### src/rtl/mu0_pkg.sv
// Shared opcode, ALU-mode and state definitions for the MU0 control unit.
// Also carries the packed control vector passed from the decoder to the FSM.
package mu0_pkg;

    localparam logic [3:0] OP_LDA = 4'd0;
    localparam logic [3:0] OP_STA = 4'd1;
    localparam logic [3:0] OP_ADD = 4'd2;
    localparam logic [3:0] OP_SUB = 4'd3;
    localparam logic [3:0] OP_JMP = 4'd4;
    localparam logic [3:0] OP_JGE = 4'd5;
    localparam logic [3:0] OP_JNE = 4'd6;
    localparam logic [3:0] OP_STP = 4'd7;

    localparam logic [1:0] ALU_PASSY = 2'b00;
    localparam logic [1:0] ALU_ADD   = 2'b01;
    localparam logic [1:0] ALU_INC   = 2'b10;
    localparam logic [1:0] ALU_SUB   = 2'b11;

    typedef enum logic [1:0] {
        S_FETCH = 2'd0,
        S_EXEC  = 2'd1,
        S_HALT  = 2'd2
    } state_t;

    typedef struct packed {
        logic       xsel;
        logic       ysel;
        logic       addr_sel;
        logic [1:0] m;
        logic       acc_ce;
        logic       pc_ce;
        logic       acc_oe;
        logic       mem_rq;
        logic       rnw;
        logic       halt;
    } ctrl_t;

    // Opcodes 0..3 touch memory in EXEC and therefore wait on MemReady.
    function automatic logic is_mem_op(input logic [3:0] f);
        return (f[3:2] == 2'b00);
    endfunction

endpackage

### src/rtl/mu0_decode.sv
// EXEC-state decode of opcode and accumulator flags into the raw control vector.
// Purely combinational; stall gating on MemReady is applied by the caller.
module mu0_decode
    import mu0_pkg::*;
(
    input  logic [3:0] F,
    input  logic       N,
    input  logic       Z,
    output ctrl_t      ctrl
);

    logic take_jump;

    always_comb begin
        take_jump = 1'b0;
        ctrl      = '0;
        case (F)
            OP_LDA: begin
                ctrl.addr_sel = 1'b1;
                ctrl.mem_rq   = 1'b1;
                ctrl.rnw      = 1'b1;
                ctrl.m        = ALU_PASSY;
                ctrl.acc_ce   = 1'b1;
            end
            OP_STA: begin
                ctrl.addr_sel = 1'b1;
                ctrl.mem_rq   = 1'b1;
                ctrl.acc_oe   = 1'b1;
            end
            OP_ADD: begin
                ctrl.addr_sel = 1'b1;
                ctrl.mem_rq   = 1'b1;
                ctrl.rnw      = 1'b1;
                ctrl.m        = ALU_ADD;
                ctrl.acc_ce   = 1'b1;
            end
            OP_SUB: begin
                ctrl.addr_sel = 1'b1;
                ctrl.mem_rq   = 1'b1;
                ctrl.rnw      = 1'b1;
                ctrl.m        = ALU_SUB;
                ctrl.acc_ce   = 1'b1;
            end
            OP_JMP:  take_jump = 1'b1;
            OP_JGE:  take_jump = ~N;
            OP_JNE:  take_jump = ~Z;
            OP_STP:  ctrl.halt = 1'b1;
            default: ctrl = '0;
        endcase

        // A not-taken branch leaves its selects at 0 as well as its enables.
        if (take_jump) begin
            ctrl.ysel  = 1'b1;
            ctrl.m     = ALU_PASSY;
            ctrl.pc_ce = 1'b1;
        end
    end

endmodule

### src/rtl/mu0_control.sv
// MU0 fetch/execute sequencer with halt state and saturating retired-instruction count.
// Two cycles per instruction; each MemReady=0 cycle on a memory access stalls one cycle.
module mu0_control
    import mu0_pkg::*;
#(
    parameter int CNT_W = 16
) (
    input  logic             Clk,
    input  logic             Reset,
    input  logic [3:0]       F,
    input  logic             N,
    input  logic             Z,
    input  logic             MemReady,
    output logic             XSel,
    output logic             YSel,
    output logic             AddrSel,
    output logic [1:0]       M,
    output logic             AccCe,
    output logic             PcCe,
    output logic             IrCe,
    output logic             AccOe,
    output logic             MemRq,
    output logic             RnW,
    output logic             Fetch,
    output logic             Halted,
    output logic [CNT_W-1:0] InstrCount
);

    state_t           state_q, state_d;
    logic [CNT_W-1:0] cnt_q, cnt_d;
    ctrl_t            dec;
    logic             exec_done;

    mu0_decode u_decode (
        .F    (F),
        .N    (N),
        .Z    (Z),
        .ctrl (dec)
    );

    always_comb begin
        state_d   = state_q;
        cnt_d     = cnt_q;
        exec_done = 1'b0;
        XSel      = 1'b0;
        YSel      = 1'b0;
        AddrSel   = 1'b0;
        M         = 2'b00;
        AccCe     = 1'b0;
        PcCe      = 1'b0;
        IrCe      = 1'b0;
        AccOe     = 1'b0;
        MemRq     = 1'b0;
        RnW       = 1'b0;
        Fetch     = 1'b0;
        Halted    = 1'b0;

        // Gating on Reset drops any in-flight request without waiting for the flops.
        if (!Reset) begin
            case (state_q)
                S_FETCH: begin
                    Fetch = 1'b1;
                    XSel  = 1'b1;
                    M     = ALU_INC;
                    MemRq = 1'b1;
                    RnW   = 1'b1;
                    IrCe  = MemReady;
                    PcCe  = MemReady;
                    if (MemReady) begin
                        state_d = S_EXEC;
                    end
                end
                S_EXEC: begin
                    XSel    = dec.xsel;
                    YSel    = dec.ysel;
                    AddrSel = dec.addr_sel;
                    M       = dec.m;
                    MemRq   = dec.mem_rq;
                    RnW     = dec.rnw;
                    AccOe   = dec.acc_oe;
                    PcCe    = dec.pc_ce;
                    AccCe   = dec.acc_ce & MemReady;
                    exec_done = ~is_mem_op(F) | MemReady;
                    if (exec_done) begin
                        state_d = dec.halt ? S_HALT : S_FETCH;
                        if (cnt_q != {CNT_W{1'b1}}) begin
                            cnt_d = cnt_q + 1'b1;
                        end
                    end
                end
                S_HALT: begin
                    Halted = 1'b1;
                end
                default: begin
                    state_d = S_FETCH;
                end
            endcase
        end
    end

    always_ff @(posedge Clk or posedge Reset) begin
        if (Reset) begin
            state_q <= S_FETCH;
            cnt_q   <= '0;
        end else begin
            state_q <= state_d;
            cnt_q   <= cnt_d;
        end
    end

    assign InstrCount = cnt_q;

endmodule

### config.mk
export PLATFORM = sky130hd
export DESIGN_NAME = mu0_control
export DESIGN_NICKNAME = d
export VERILOG_FILES = /design/src/rtl/mu0_pkg.sv /design/src/rtl/mu0_decode.sv /design/src/rtl/mu0_control.sv
export SDC_FILE = /design/constraint.sdc
export NUM_CORES = 1
export LEC_CHECK = 0
export BUFFER_PORTS_ARGS = -buffer_cell sky130_fd_sc_hd__clkbuf_2
export CAP_MARGIN = 30
export CORE_UTILIZATION = 53
export CTS_CLUSTER_SIZE = 12
export DETAILED_ROUTE_END_ITERATION = 8
export HOLD_SLACK_MARGIN = 0.12
export PLACE_DENSITY = 0.84
export SYNTH_ARGS = -nofsm -noshare
export SYNTH_HDL_FRONTEND = slang
export SYNTH_HIERARCHICAL = 1
export SYNTH_SLANG_ARGS = --single-unit
### constraint.sdc
create_clock -name Clk -period 3.55 [get_ports Clk]
set_input_delay 0.355 -clock Clk [delete_from_list [all_inputs] [get_ports Clk]]
set_output_delay 0.355 -clock Clk [all_outputs]
set_load 0.02 [all_outputs]
# After elaboration in Yosys (flattened, before gate mapping)
# Cells that the tools add are included.
# totals
output_inout_bits	29
regBits	18
# op_classes
muxes	34
bitwise	7
eq_ne	12
reduce_logical	7
add_sub_neg	1
# ops
operator	count
$mux W1	22
$add A16 B1 Y16 const B	1
$eq A4 B3 Y1 const B	4
$ne A16 B16 Y1 const B	1
$mux W2	5
$pmux W3 S3	1
$eq A4 B2 Y1 const B	2
$reduce_and A4 Y1	2
$pmux W1 S2	3
$pmux W2 S3	1
$not A1 Y1	5
$eq A4 B1 Y1 const B	1
$logic_not A2 Y1	2
$logic_not A4 Y1	1
$ne A2 B2 Y1 const B	2
$pmux W2 S2	1
$reduce_or A4 Y1	1
$pmux W1 S3	1
$reduce_or A3 Y1	1
$eq A2 B1 Y1 const B	1
$eq A2 B2 Y1 const B	1
$and A1 B1 Y1	1
$or A1 B1 Y1	1

# Logic depth before layout (Yosys ltp)
# Gate-level depths: netlist of the first run.
# depth
ltp_word	5
mapped_depth	5

# Cells and area by module
# Netlist of the first run, hierarchy kept.
# modules_own_cells
module	area_per_inst_um2	instances	seq_area_each_um2	cells_each
mu0_control	1028.5	1	450.4	104
mu0_decode	106.4	1	0.0	18

# Worst setup path after synthesis of the first run
# No wires, ideal clock.
# synth_timing
kind	reg-to-reg
startpoint	reg cnt_q[0] (netlist: InstrCount[0])
endpoint	reg cnt_q[10] (netlist: InstrCount[10])
stages_incl_launch_ff	6
arrival_ns	1.691
setup_slack_ns	1.780
setup_ns	0.080
synth_period_minus_slack_ns	1.770
path_cell_list	dfrtp_1 -> ha_1 -> nand3_1 -> or4_4 -> nor3_2 -> xor2_1
# synth_via
elab_chain_len	2
# synth_rtl
item	line_no	rtl
start: declaration	mu0_control.sv:30	logic [CNT_W-1:0] cnt_q, cnt_d;
start signal: assignment	mu0_control.sv:107	cnt_q <= cnt_d;
branches (longest 2 deep; another with $add A16 B1 Y16)	--	
# Parallel ways; which one is timed is not known.
# A chain may end at the register's enable or synchronous reset.

# Final worst setup path of the first run
# layout_timing
startpoint	reg state_q[0]
endpoint	out AccCe
# layout_via
elab_chain_len	3
# layout_rtl
item	line_no	rtl
start: declaration	mu0_control.sv:29	state_t state_q, state_d;
start signal: assignment	mu0_control.sv:106	state_q <= state_d;
$eq A2 B1 Y1	--	
$mux W1	mu0_control.sv:60	case (state_q)
$mux W1	mu0_control.sv:59	if (!Reset) begin
end: declaration	mu0_control.sv:18	output logic AccCe,
# Every way passes these cells.

==> results.cfg, run 1 <==
[worst_setup_path]
path_max_fanout = 12
cp.required_ns = 3.19
cpPeakStageDelay_ns = 0.59
cp_num_buf_inv = 1
cpLargestDelayFamily = simple AND/OR/NAND/NOR gates
rrSetupSlack_ns = 1.41
critical_path.cell_chain = nor3b_1 > and3_1 > clkbuf_2
start_kind = register
reg2reg_from = state_q[0]$_DFFE_PP0P_
arrival_ns = 1.83
crit_type = register to output pin
end_kind = output pin
critPathSlowestCell = nor3b_1
ff2ff_path_depth = 4
r2r-end = InstrCount[1]$_DFFE_PP0P_

[floorplanning]
core_area_um2 = 1982
die_w_um = 48.28
io_pins = 38
rows = 16
die_area_um2 = 2330
die_h_um = 48.28
start_util_pct = 57.26

[sta]
finalCritPeriodShare_pct = 61.45
rsz0062_at_grt = no
hold_viol = 0
period_minus_slack_ns = 2.181
drv_slew = 0
setup_violations = 0
slew_headroom_pct = 51.57
tns_ns = 0
final.setup_skew_ns = 0.002103
fmax_ghz = 0.4584
tightest_slew_ns = 0.7257

[clock_network]
clockBufferDepth = 2
cts_buffers = 3
clk_pin_slew_ns = 0.10
h-tree-depth = 1
cts-hold-fix-buffers = 0
clockRootBuffer = clkbuf_4
cts_setup_buffers = 0
post_cts_resized = 0
cts_tree = done
clk-insertion-delay-late_ns = 0.29
cts.sinks = 18

[detailed_routing]
wire_per_inst_um = 12.40
dr.pass1.iters = 4
viasPerCell = 5.536
vias = 1013
drcViolationCount = 0
wirelength_um = 2270
ant_nets = 0
drtIter0Drc = 27

[yosys]
ys_warn_count = 6
ys_ff_latch = 18
syn_avg_cell_area_um2 = 9.302
syn_area_um2 = 1135
synthesis.instances = 122
yosys.area.top_type = dfrtp_1
yosysSeqAreaShare_pct = 39.69
synth_cell_type_count = 35
synthesis.nets = 132
synth_top_area_share_pct = 39.69
netlist_top_cells_area = dfrtp_1 40%, xor2_1 10%, nor2_1 4.0%, and2_1 3.9%, nor4_4 3.7%

[final_layout]
final_common_cell = clkbuf_2
num-nets-final = 167
area_delta_synth_final_pct = 18.52
drive_gt1_share_pct = 31.41
nFillCells = 173
final_util_pct = 67.87
multiInputGateArea_um2 = 620.6
final_area_um2 = 1345
diodes = 0
layout_common_cells = 37 x clkbuf_2, 18 x dfrtp_1, 13 x xor2_1
register_area_um2 = 450.4

[global_route]
grt_pass1_vias = 775
grt_max_degree = 20
grt_pass1_wl_um = 3256
antenna_found_initial = 0
grt_use_total_pct = 20.46
overflow = 0

[placement]
gp_congestion = 0.7950
dpl-instance-area_um2 = 1309
dp_hpwl_um = 1722
numPortBuffers = 37

[power]
power.density_nw_per_um2 = 425.1
leakage_uw = 0.0007172
peakVddDrop_mv = 0.3373

[min_path]
hold_path_class = primary input to asynchronous set/reset pin

[run]
max-cap-violations = 0

[status]
outcome = completed
layout make-up:
class                           count  share of cell area [%]
Timing Repair Buffer               37                   13.77
Inverter                            5                   1.395
Multi-Input combinational cell     92                   46.14
Sequential cell                    18                   33.49
Tap cell                           27                   2.512
Clock buffer                        4                   2.698
cells by family (layout without fill, tap and decap cells):
group / Yosys count / in the layout / share of synthesized area (%)
adders and majority gates: 1 / 1 / 1.102
buffers and inverters: 12 / 46 / 5.624
and+or+nand+nor: 61 / 61 / 34.07
AOI/OAI and AO/OA: 15 / 15 / 8.160
muxes: 1 / 1 / 0.9922
DFF: 18 / 18 / 39.69
other: 1 / 1 / 0.3304
xor gates and xnor gates: 13 / 13 / 10.03
metal layers:
layer | vias up | share of wire, % | global-route usage, %
met1 | 482 | 44 | 26.44
met3 | 4 | 4.6 | 4.815
met2 | 37 | 50 | 32.80
met5 | - | 0 | 0
met4 | 0 | 1.4 | 8.333
li1 | 490 | - | -
report_power, final:
group / leakage (uW) / internal, uW / switching [uW]
Combinational: 0.000454 / 64.0 / 104
Clock: 0.0000210 / 62.5 / 63.7
Sequential: 0.000242 / 234 / 43.4
Total: 0.000717 / 361 / 211
sequential cells by signal, summed over array words and instances (netlist names):
| signal | cells |
|---|---|
| InstrCount | 16 |
| state_q | 2 |
cells in the mapped netlist:
cell,n
dfrtp_1,18
xor2_1,13
nor2_1,12
a21oi_1,8
nand2_1,8
and2_1,7
buf_4,5
inv_1,5
nor3_1,5
nand4_1,4
nand3_1,3
nor3b_1,3
and3_1,2
and4b_1,2
clkbuf_1,2
nand2b_1,2
nor3_2,2
nor4_1,2
nor4_4,2
o21ai_0,2
a21boi_0,1
a31oi_1,1
a32o_1,1
a41oi_1,1
conb_1,1
ha_1,1
mux2_2,1
nor2b_1,1
nor4_2,1
nor4b_1,1
o21ba_1,1
or2_2,1
or3_1,1
or3b_1,1
or4_4,1
through the flow:
stage	total power, uW	cells	hold slack [ns]	setup slack, ns
final	571.7	183	0.2056	1.369
after global routing	606.9	183	0.2657	1.201
after CTS	577.0	183	0.2246	1.376
after detailed placement	450.7	179	0.4852	1.432
after global placement	442.0	179	0.4942	1.570
after floorplan	390.9	122	0.3019	1.780
worst max path at each step:
stage,from,end,cells past startpoint
2_1_floorplan,InstrCount[0]$_DFFE_PP0P_,InstrCount[10]$_DFFE_PP0P_,5
3_3_place_gp,state_q[0]$_DFFE_PP0P_,InstrCount[1]$_DFFE_PP0P_,4
3_5_place_dp,state_q[0]$_DFFE_PP0P_,InstrCount[1]$_DFFE_PP0P_,4
4_1_cts,state_q[0]$_DFFE_PP0P_,AccCe,3
5_1_grt,state_q[0]$_DFFE_PP0P_,AccCe,3
6_report,state_q[0]$_DFFE_PP0P_,AccCe,3
No activity file was read; power rests on OpenSTA's default activity.
==> run 2: changes to the inputs <==
--- a/config.mk
+++ b/config.mk
@@ -7,11 +7,11 @@
 export LEC_CHECK = 0
 export BUFFER_PORTS_ARGS = -buffer_cell sky130_fd_sc_hd__clkbuf_2
 export CAP_MARGIN = 30
-export CORE_UTILIZATION = 53
+export CORE_UTILIZATION = 44
 export CTS_CLUSTER_SIZE = 12
 export DETAILED_ROUTE_END_ITERATION = 8
 export HOLD_SLACK_MARGIN = 0.12
-export PLACE_DENSITY = 0.84
+export PLACE_DENSITY = 0.75
 export SYNTH_ARGS = -nofsm -noshare
 export SYNTH_HDL_FRONTEND = slang
 export SYNTH_HIERARCHICAL = 1
==> constraint.sdc (replaced) <==
create_clock -name Clk -period 1.8 [get_ports Clk]
set_input_delay 0.18 -clock Clk [delete_from_list [all_inputs] [get_ports Clk]]
set_output_delay 0.18 -clock Clk [all_outputs]
set_load 0.02 [all_outputs]
==> run 2 against run 1 <==
  * Count of clock-buffer cells in the layout stayed put
  * Global-route usage hardly changed
  * Worst hold slack better by 0.015 ns
  * First-iteration DRC count shrank 67%
  * Register-to-register slack got worse by 1.3 ns
  * Via count grew 2.1%
  * Critical endpoint is now InstrCount[14]$_DFFE_PP0P_
==> results.cfg, run 2 (same netlist as run 1, synthesis figures left out) <==
[power]
power.density_nw_per_um2 = 819.2
seqPwrFrac_pct = 43.1
switchingPower_uw = 434.2
peakVddDrop_mv = 0.6079
leakage_uw = 0.0007864
p_int_uw = 768.1
swShare_pct = 36.11
p_comb_share_pct = 36.4
pwr-share-clk_pct = 20.5

[floorplanning]
start_util_pct = 46.23
die_h_um = 52.79
die_w_um = 52.79
core_area_um2 = 2455
die_area_um2 = 2786
io_pins = 38
rows = 18

[global_route]
overflow = 0
antenna_found_initial = 0
grt_pass1_wl_um = 4112
grt_max_degree = 19
grt_use_total_pct = 20.46
grt_pass1_vias = 959

[worst_setup_path]
start_kind = register
end_kind = register
arrival_ns = 1.94
crit_type = register to register
rrSetupSlack_ns = 0.08
path_max_fanout = 4
cp.required_ns = 2.02

[clock_network]
cts_buffers = 3
clk_pin_slew_ns = 0.11
cts.sinks = 18
cts_tree = done
clockRootBuffer = clkbuf_4
clockBufferDepth = 2
clk-insertion-delay-late_ns = 0.29
h-tree-depth = 1

[final_layout]
final_area_um2 = 1468
largest_reg_flops = 16
area_delta_synth_final_pct = 29.33
num-nets-final = 180
final_util_pct = 59.79
drive_gt1_share_pct = 37.87
layout_common_cells = 37 x clkbuf_2, 18 x dfrtp_1, 13 x xor2_1
diodes = 0
final_common_cell = clkbuf_2

[placement]
gp_congestion = 0.7748
dp_hpwl_um = 1913
dpl-instance-area_um2 = 1388
numPortBuffers = 37

[run]
max-cap-violations = 0

[detailed_routing]
drtIter0Drc = 9
drcViolationCount = 0
wire_per_inst_um = 12.20
viasPerCell = 5.196
dr.pass1.iters = 4
vias = 1034
wirelength_um = 2427
ant_nets = 0

[sta]
finalCritPeriodShare_pct = 95.51
rsz0062_at_grt = yes
fmax_ghz = 0.5817
setup_violations = 0
final.setup_skew_ns = 0.009300
hold_viol = 0
drv_slew = 0
period_minus_slack_ns = 1.719
whs_ns = 0.2211

[status]
outcome = completed

[min_path]
hold_path_class = primary input to register
[run 2: critical path, stage by stage, from the launching register on]
cell	delay (ns)
dfrtp_1	0.39
or3b_1	0.41
or4_4	0.49
nor4_4	0.18
xor2_1	0.18
[run 2: through the flow]
step / instances / TNS (ns) / total power [uW] / setup WS (ns)
3_5_place_dp: 192 / -0.001860 / 933.7 / -0.001860
6_report: 199 / 0 / 1202 / 0.08079
2_1_floorplan: 122 / 0 / 770.9 / 0.02952
5_1_grt: 199 / -0.01378 / 1291 / -0.01378
4_1_cts: 198 / 0 / 1202 / 0.02685
3_3_place_gp: 192 / 0 / 919.9 / 0.06906
[run 2: path summary, 6_finish.rpt]
check,from,endpoint,cells after the start
max in group asynchronous,Reset,InstrCount[6]$_DFFE_PP0P_,4
worst min-delay path,Reset,state_q[0]$_DFFE_PP0P_,3
worst max-delay path,state_q[1]$_DFFE_PP0P_,InstrCount[14]$_DFFE_PP0P_,4
worst min register to register,InstrCount[7]$_DFFE_PP0P_,InstrCount[7]$_DFFE_PP0P_,1
worst max register to register,state_q[1]$_DFFE_PP0P_,InstrCount[14]$_DFFE_PP0P_,4
min in group asynchronous,Reset,state_q[1]$_DFFE_PP0P_,4
[run 2: area by class of cell]
cell class | count | area [um^2]
Fill cell | 232 | 987.2
Multi-Input combinational cell | 92 | 639.4
Sequential cell | 18 | 450.4
Timing Repair Buffer | 50 | 285.3
Tap cell | 30 | 37.54
Clock buffer | 4 | 36.28
Inverter | 5 | 18.77
[run 2: layer usage]
metal / global-route usage, % / vias to the layer above / part of all wire [%]
met3: 1.739 / 2 / 3.5
met1: 22.22 / 489 / 42
met2: 38.61 / 27 / 53
li1: - / 516 / -
met5: 0 / - / 0
met4: 10.53 / 0 / 1.1
[run 2: timing repair]
item	in CTS	in global routing
setup endpoints to repair	2	11
pin swaps	1	2
hold buffers	1	0
gates cloned	0	0
resized for setup	1	3
endpoints found under the hold margin	18	0
buffers inserted	1	1
[run 2: power groups by stage]
stage               sequential [uW]  clock [uW]  combinational (uW)
floorplan                       601           0                 170
global placement                526           0                 394
detailed placement              530           0                 404
CTS                             514         254                 434
global route                    529         278                 485
finish                          518         247                 437
